<file path="src/rtl/lc3_pkg.sv">
// Shared types for the LC-3 memory interface stage.
package lc3_pkg;

  typedef logic [15:0] word_t;

  typedef enum logic [1:0] {
    StIdle,
    StReq,
    StDone
  } mem_state_e;

  localparam word_t WORD_ZERO = 16'h0000;

endpackage

</file>
<file path="src/rtl/lc3_mem_if.sv">
// LC-3 memory interface stage: MAR/MDR registers and the memory request handshake.
// MDR feeds the gateMDR tristate; control holds mio_en until ready is seen.
module lc3_mem_if
  import lc3_pkg::*;
#(
  parameter int unsigned WORD_W = 16
) (
  input  logic              clk,
  input  logic              rst_n,
  input  logic [WORD_W-1:0] bus_in,
  input  logic              ld_mar,
  input  logic              ld_mdr,
  input  logic              mio_en,
  input  logic              r_w,
  output logic [WORD_W-1:0] mar_out,
  output logic [WORD_W-1:0] mdr_out,
  output logic              ready,
  output logic [WORD_W-1:0] mem_addr,
  output logic [WORD_W-1:0] mem_wdata,
  output logic              mem_re,
  output logic              mem_we,
  input  logic [WORD_W-1:0] mem_rdata,
  input  logic              mem_ack
);

  localparam logic [WORD_W-1:0] Zero = WORD_W'(WORD_ZERO);

  mem_state_e        state_q, state_d;
  logic              dir_q, dir_d;  // 1 = write
  logic [WORD_W-1:0] mar_q, mar_d;
  logic [WORD_W-1:0] mdr_q, mdr_d;
  logic [WORD_W-1:0] rbuf_q, rbuf_d;
  logic [WORD_W-1:0] addr_q, addr_d;
  logic [WORD_W-1:0] wdata_q, wdata_d;

  always_ff @(posedge clk or negedge rst_n) begin
    if (!rst_n) begin
      state_q <= StIdle;
      dir_q   <= 1'b0;
      mar_q   <= Zero;
      mdr_q   <= Zero;
      rbuf_q  <= Zero;
      addr_q  <= Zero;
      wdata_q <= Zero;
    end else begin
      state_q <= state_d;
      dir_q   <= dir_d;
      mar_q   <= mar_d;
      mdr_q   <= mdr_d;
      rbuf_q  <= rbuf_d;
      addr_q  <= addr_d;
      wdata_q <= wdata_d;
    end
  end

  always_comb begin
    state_d = state_q;
    dir_d   = dir_q;
    mar_d   = mar_q;
    mdr_d   = mdr_q;
    rbuf_d  = rbuf_q;
    addr_d  = addr_q;
    wdata_d = wdata_q;

    case (state_q)
      StIdle: begin
        if (mio_en) begin
          // Latch from the pre-edge MAR/MDR so a same-edge ld_mar cannot leak in.
          state_d = StReq;
          addr_d  = mar_q;
          wdata_d = mdr_q;
          dir_d   = r_w;
        end
      end
      StReq: begin
        if (mem_ack) begin
          state_d = StDone;
          if (!dir_q) rbuf_d = mem_rdata;
        end
      end
      StDone: begin
        if (!mio_en) state_d = StIdle;
      end
      default: state_d = StIdle;
    endcase

    if (ld_mar) mar_d = bus_in;

    // mio_en selects the MDR source: bus when low, completed read data when high.
    if (ld_mdr) begin
      if (!mio_en) begin
        mdr_d = bus_in;
      end else if (state_q == StDone && !dir_q) begin
        mdr_d = rbuf_q;
      end
    end
  end

  assign mar_out   = mar_q;
  assign mdr_out   = mdr_q;
  assign mem_addr  = addr_q;
  assign mem_wdata = wdata_q;
  assign ready     = (state_q == StDone);
  assign mem_re    = (state_q == StReq) && !dir_q;
  assign mem_we    = (state_q == StReq) && dir_q;

endmodule

</file>
<file path="config.mk">
export PLATFORM = sky130hd
export DESIGN_NAME = lc3_mem_if
export DESIGN_NICKNAME = d
export VERILOG_FILES = /design/src/rtl/lc3_pkg.sv /design/src/rtl/lc3_mem_if.sv
export SDC_FILE = /design/constraint.sdc
export NUM_CORES = 1
export LEC_CHECK = 0
export BUFFER_PORTS_ARGS = -buffer_cell sky130_fd_sc_hd__buf_2
export CAP_MARGIN = 10
export CORE_MARGIN = 8
export CORE_UTILIZATION = 25
export CTS_CLUSTER_SIZE = 16
export DETAILED_ROUTE_END_ITERATION = 10
export SYNTH_ARGS = -nofsm -noshare
export SYNTH_HDL_FRONTEND = slang
export SYNTH_SLANG_ARGS = --single-unit
</file>
<file path="constraint.sdc">
create_clock -name clk -period 2 [get_ports clk]
set_clock_uncertainty 0.2 [all_clocks]
set_input_delay 0.4 -clock clk [delete_from_list [all_inputs] [get_ports clk]]
set_output_delay 0.4 -clock clk [all_outputs]
set_load 0.01 [all_outputs]
</file>
# Word level (Yosys, flattened, before mapping)
# Index checks and enable logic that the tools add are counted.
dict set report word_totals {
  reg_bits 83
  input_bits 39
  out_inout_bits 67
  word_cells 29
}
dict set report classes {
  eq_ne 6
  n_mux 6
  bitwise 1
  n_reduce_logical 9
}
# cell count
set ops {}
lappend ops {{$mux W16} 2}
lappend ops {{$mux W2} 3}
lappend ops {{$ne A2 B2 Y1 const B} 3}
lappend ops {{$pmux W2 S3} 1}
lappend ops {{$reduce_and A3 Y1} 2}
lappend ops {{$reduce_and A2 Y1} 2}
lappend ops {{$logic_and A1 B1 Y1} 3}
lappend ops {{$eq A2 B1 Y1 const B} 1}
lappend ops {{$eq A2 B2 Y1 const B} 1}
lappend ops {{$logic_not A2 Y1} 1}
lappend ops {{$ne A2 B1 Y1 const B} 1}
lappend ops {{$logic_not A1 Y1} 1}
lappend ops {{$not A1 Y1} 1}

# Depth between registers and ports, before layout
# Gate-level depths: netlist of the first run.
dict set report logic_depth {
  depth_word 4
  mapped_depth 5
  ltp_nobuf 3
}

# Least setup slack after synthesis of the first run
# OpenSTA, ideal clock, no wires.
dict set report synth_path {
  path_kind {input -> register}
  start {input mio_en}
  end {register mdr_q[2] (netlist: mdr_out[2])}
  setup_time_ns 0.125
  arrival_ns 1.480
  required_time_ns 1.675
  slack_ns 0.195
  cell_stages 4
  path_cell_list {buf_4 clkbuf_1 mux2_2 mux2_2}
}
dict set report synth_between {
  elab_chain_len 2
  word_cells_on_any_way 3
  classes_between {eq/ne (1); mux (1); reduce/logical (1)}
}
# element line_no
set synth_lines {}
lappend synth_lines {{start, declared} lc3_mem_if.sv:13} ;# input logic mio_en,
lappend synth_lines {{$ne A2 B1 Y1 (no line)} n/a}
lappend synth_lines {{$reduce_and A2 Y1 (no line)} n/a}
lappend synth_lines {{end signal, assigned} lc3_mem_if.sv:41} ;# mdr_q <= Zero;
lappend synth_lines {{end signal, assigned} lc3_mem_if.sv:49} ;# mdr_q <= mdr_d;
lappend synth_lines {{end, declared} lc3_mem_if.sv:31} ;# logic [WORD_W-1:0] mdr_q, mdr_d;
# Several ways; a longest one is shown, not always the timed one.
# A chain may end at the register's enable or synchronous reset.

# Final worst setup path of the first run
dict set report layout_path {
  start {register state_q[0]}
  end {output mem_we}
}
dict set report layout_between {
  elab_chain_len 2
}
# element line_no
set layout_lines {}
lappend layout_lines {{start, declared} lc3_mem_if.sv:28} ;# mem_state_e state_q, state_d;
lappend layout_lines {{start signal, assigned} lc3_mem_if.sv:38} ;# state_q <= StIdle;
lappend layout_lines {{start signal, assigned} lc3_mem_if.sv:46} ;# state_q <= state_d;
lappend layout_lines {{$eq A2 B1 Y1} lc3_mem_if.sv:105} ;# assign mem_we = (state_q == StReq) && dir_q;
lappend layout_lines {{$logic_and A1 B1 Y1} lc3_mem_if.sv:105}
lappend layout_lines {{end, declared} lc3_mem_if.sv:21} ;# output logic mem_we,
# Every way passes these cells.

==> flow_summary.toml, run 1 <==
[run_status]
status = "finished, final reports clean"

[layout]
drive_above_1_share_pct = 71.7
syn2layout_area_growth_pct = 30.3
nets = 358
mostFrequentLayoutCells = "buf_2, mux2_2, dfrtp_1, clkbuf_16, buf_4"
final_common_cell = "buf_2"
fin_area_mm2 = 0.00438
antenna_cells = 0
instances_no_fill = 497

[drt]
vias = 2077
ant_nets = 0
drt-vias-per-instance = 4.18
dr.pass1.iters = 4
wire_per_inst_um = 16.5
remaining_drc_errors = 0
first_iter_violations = 70
routed_wl_um = 8200

[yosys]
ys.warnings.count = 0
synth_top_family_by_area = "multiplexers"
syn_area_mm2 = 0.00336
syn_inst = 202
synth_seq_cells = 83
synth_top_area_share_pct = 61.7
synth_nets = 241
synth_seq_area_share_pct = 61.7
yosysTopAreaCell = "dfrtp_1"
synthXorXnorAreaFrac_pct = 0
synth_compound_area_share_pct = 0.744
synthMuxAreaShare_pct = 32.5
yosys.area_share.simple_pct = 2.08
synth_area_leaders = "dfrtp_1, mux2_2, buf_6"
syn_avg_cell_area_um2 = 16.7
synth-adder-area-share_pct = 0
synth_cell_types = 18

[global_routing]
grt_pass1_wl_um = 13000
grt.overflow.total = 0
grt_antenna_before_repair = 1
grt_max_degree = 32
grt_pass1_vias = 2322
grt.total_usage_pct = 9.65

[worst_hold_path]
hold_class = "input pin to flip-flop"

[pwr]
p_comb_share_pct = 33.7
seq_power_share_pct = 43.5
cellInternalPower_w = 0.00449
p_leak_nw = 2.02
p_clk_share_pct = 22.8
swShare_pct = 30.8
ir_drop_mv = 0.673
powerDensity_mw_per_mm2 = 1480
p_switching_w = 0.00200

[critical_path]
critPathLaunchType = "flip-flop"
worstSetupPathType = "flip-flop to primary output"
arrival_ps = 1310
crit_path_end_kind = "primary output"
cp_max_fo = 7
required_ps = 1400

[floorplanning]
rows = 42
die_h_um = 132
core_mm2 = 0.0132
io-pin-count = 106
die-area_mm2 = 0.0174
start_util_pct = 25.5
die_x_um = 132

[cts]
cts.root.buffer_cell = "clkbuf_16"
path_clk_slew_ps = 60
cts-htree-levels = 3
clk_latency_ps = 330
cts_tree = "built"
clockBufferDepth = 2
clkSinkCount = 83
cts-buffers-inserted = 9

[place]
gp_congestion = 0.690
place_area_mm2 = 0.00412
pre_cts_slack_ps = 204
dp.cells = 483
post-dp-hpwl_um = 6240
portBuffers = 105

[sta]
finalWorstSetupSlack_ps = 92.5
slew_viol_final = 0
tightestPinTransition_ps = 450
setup_violations = 0
max_freq_ghz = 0.524
fin_crit_ps = 1910
fin_setup_tns_ps = 0
slew_headroom_pct = 70.0
period_share_pct = 95.4
hold_violations = 0
rsz0062_at_grt = "no"

[run]
max_cap_violations = 0
[Yosys cell counts]
library cell and instances:
a211oi_1 1, a22o_1 1, and2_1 2, and2b_2 2, buf_12 1, buf_2 1
buf_4 1, buf_6 5, clkbuf_1 2, dfrtp_1 83, inv_1 1, mux2_1 1
mux2_2 96, nor2_1 1, nor3_4 1, nor3b_1 1, nor3b_2 1, o21ai_2 1
[per-layer routing]
metal  part of all wire, %  vias to the layer above  GRT usage, %
li1                      -                      951             -
met5                 0.098                        -             0
met2                    47                       73          15.2
met4                   1.1                        2          3.06
met1                    42                     1039          11.1
met3                   9.0                       12          5.14
[flip-flops by register name, summed over array words and instances, names as in the netlist]
signal     cells
mar_out       16
mdr_out       16
mem_addr      16
mem_wdata     16
rbuf_q        16
state_q        2
dir_q          1
[area by class of cell]
cell class | count | area (um2)
fill | 1323 | 8810
sequential | 83 | 2080
multi-input combinational | 108 | 1190
timing repair buffer | 116 | 638
clock buffer | 10 | 239
tap | 176 | 220
clock inverter | 3 | 17.5
inverter | 1 | 3.75
[cell families after synthesis]
group	Yosys count
AO/OA/AOI/OAI	3
multiplexers	97
AND/OR/NAND/NOR	8
buffers and inverters	11
flip-flops	83
[timing repair]
item,in CTS,in global routing
hold buffers,1,0
endpoints found under the setup margin,0,1
gates resized for setup,0,1
hold endpoints to repair,62,0
buffers inserted,0,0
[path summary, 6_finish.rpt]
| check | from | slack [ps] | end | depth (start not counted) |
|---|---|---|---|---|
| worst max register to register | state_q[0] | 300 | rbuf_q[10] | 4 |
| max in group asynchronous | rst_n | 820 | state_q[1] | 3 |
| min in group asynchronous | rst_n | 240 | mem_wdata[9] | 2 |
| worst min-delay path | mem_ack | 80 | state_q[0] | 2 |
| worst min register to register | mem_wdata[5] | 290 | mem_wdata[5] | 1 |
| worst max-delay path | state_q[0] | 90 | mem_we | 3 |
[power by group through the flow]
| stage | Combinational (W) | Clock (W) | Sequential (W) |
|---|---|---|---|
| 4_1_cts | 0.00226 | 0.00154 | 0.00284 |
| 5_1_grt | 0.00238 | 0.00161 | 0.00293 |
| 3_5_place_dp | 0.00226 | 0 | 0.00286 |
| 2_1_floorplan | 0.00115 | 0 | 0.00304 |
| 6_report | 0.00219 | 0.00148 | 0.00283 |
| 3_3_place_gp | 0.00222 | 0 | 0.00282 |
[critical path, stage by stage, from the launching register on]
cell	delay, ps
dfrtp_1	460
and2b_2	240
and2_1	150
buf_2	140
[stage by stage]
stage / util (%) / total power [W] / hold WS [ps]
after floorplan: - / 0.00419 / -95.6
after global placement: 31.2 / 0.00504 / 42.2
after detailed placement: 31.2 / 0.00512 / 46.5
after CTS: 33.2 / 0.00664 / 70.1
after global routing: 33.2 / 0.00692 / 78.8
final: 33.2 / 0.00649 / 83.1
No activity file was read; power rests on OpenSTA's default activity.
==> inputs of run 2 (changes only) <==
- clock period: 2 -> 2.15 ns (I/O delays scaled with it)
==> flow_summary.toml, run 2 (synthesized netlist as in run 1, its figures left out) <==
[layout]
final_common_cell = "buf_2"
nets = 356
fin_area_mm2 = 0.00438
mostFrequentLayoutCells = "buf_2, mux2_2, dfrtp_1, clkbuf_16, buf_4"
drive_above_1_share_pct = 70.8
fillerInstances = 1343
syn2layout_area_growth_pct = 30.3
antenna_cells = 0

[critical_path]
arrival_ps = 1360
reg2reg_from = "state_q[0]"
startpoint = "state_q[1]"
worstSetupPathType = "flip-flop to primary output"
cp_max_fo = 6
rr_worst_depth = 4
max_stage_delay_ps = 480
cp-endpoint = "mem_we"
critPathSlowestCell = "dfrtp_1"
crit_path_end_kind = "primary output"
reg2reg_to = "rbuf_q[12]"
required_ps = 1520
critPathLaunchType = "flip-flop"
cp_cell_sequence = "and2b_2 > and2_1 > buf_2"
r2r_setup_slack_ps = 390

[cts]
path_clk_slew_ps = 60
clk_latency_ps = 340
cts-buffers-inserted = 9
cts.root.buffer_cell = "clkbuf_16"
clockBufferDepth = 2
clkSinkCount = 83
post_cts_buffers = 0
cts_tree = "built"
cts_hold_buf = 1
cts-htree-levels = 3
cts_resized = 0

[floorplanning]
core_mm2 = 0.0132
die-area_mm2 = 0.0174
die_x_um = 132
io-pin-count = 106
die_h_um = 132
start_util_pct = 25.5
rows = 42

[place]
pre_cts_slack_ps = 185
place_area_mm2 = 0.00410
portBuffers = 105
post-dp-hpwl_um = 6170
gp_congestion = 0.668

[drt]
remaining_drc_errors = 0
first_iter_violations = 57
vias = 2055
routed_wl_um = 8140
dr.pass1.iters = 3
wire_per_inst_um = 16.3
ant_nets = 0
drt-vias-per-instance = 4.13

[sta]
finalWorstSetupSlack_ps = 160
setup_violations = 0
period_share_pct = 92.6
fin_crit_ps = 1990
rsz0062_at_grt = "no"
hold_violations = 0
slew_headroom_pct = 66.7
fin_setup_tns_ps = 0
slew_viol_final = 0
max_freq_ghz = 0.503
tightestPinTransition_ps = 500

[run_status]
status = "finished, final reports clean"

[pwr]
ir_drop_mv = 0.539
p_leak_nw = 2.02
powerDensity_mw_per_mm2 = 1390

[worst_hold_path]
hold_class = "input pin to flip-flop"
hp-start = "mem_ack"

[run]
max_cap_violations = 0

[global_routing]
grt_pass1_wl_um = 13200
grt.overflow.total = 0
grt_pass1_vias = 2343
grt_max_degree = 38
grt_antenna_before_repair = 1
grt.total_usage_pct = 9.77
==> run 2: layout make-up <==
class | instances | area [um2] | share of cell area, %
Timing Repair Buffer | 114 | 623 | 14.2
Sequential cell | 83 | 2080 | 47.4
Clock buffer | 12 | 246 | 5.62
Tap cell | 176 | 220 | 5.02
Clock inverter | 4 | 26.3 | 0.599
Inverter | 1 | 3.75 | 0.0856
Multi-Input combinational cell | 108 | 1190 | 27.1
==> run 2: stage by stage <==
stage          instances  hold slack (ps)  power [W]  utilization (%)
2_1_floorplan        202            -65.6    0.00390                -
4_1_cts              498              103    0.00623             33.2
5_1_grt              498              112    0.00652             33.2
3_5_place_dp         481              236    0.00477             31.1
3_3_place_gp         481              229    0.00470             31.1
6_report             498              120    0.00608             33.2
==> run 2: layer usage <==
metal / vias up / track usage, % / share of wire [%] / wire (um)
met5: - / 0 / 0.12 / 10
met4: 2 / 3.25 / 1.3 / 103
met3: 14 / 4.92 / 8.3 / 678
met2: 69 / 15.2 / 47 / 3850
met1: 1022 / 11.5 / 43 / 3500
li1: 948 / - / - / -
==> run 2: worst min-delay path by stage <==
stage                     depth (start not counted)  slack (ps)           end
after floorplan                                   0         -70         dir_q
after global placement                            1         230  mem_wdata[6]
after detailed placement                          1         240  mem_wdata[9]
after CTS                                         2         100    state_q[0]
after global routing                              2         110    rbuf_q[14]
final                                             2         120    state_q[0]
==> run 2: power by group <==
part / internal, W / switching, W
registers: 0.00224 / 0.000396
clock network: 0.000812 / 0.000594
logic: 0.00115 / 0.000898
==> run 2: worst max-delay path: cells and delay by family (launching register included) <==
family,cells,cell delay [ps]
buf+inv,1,140
flops,1,480
simple gates,2,410
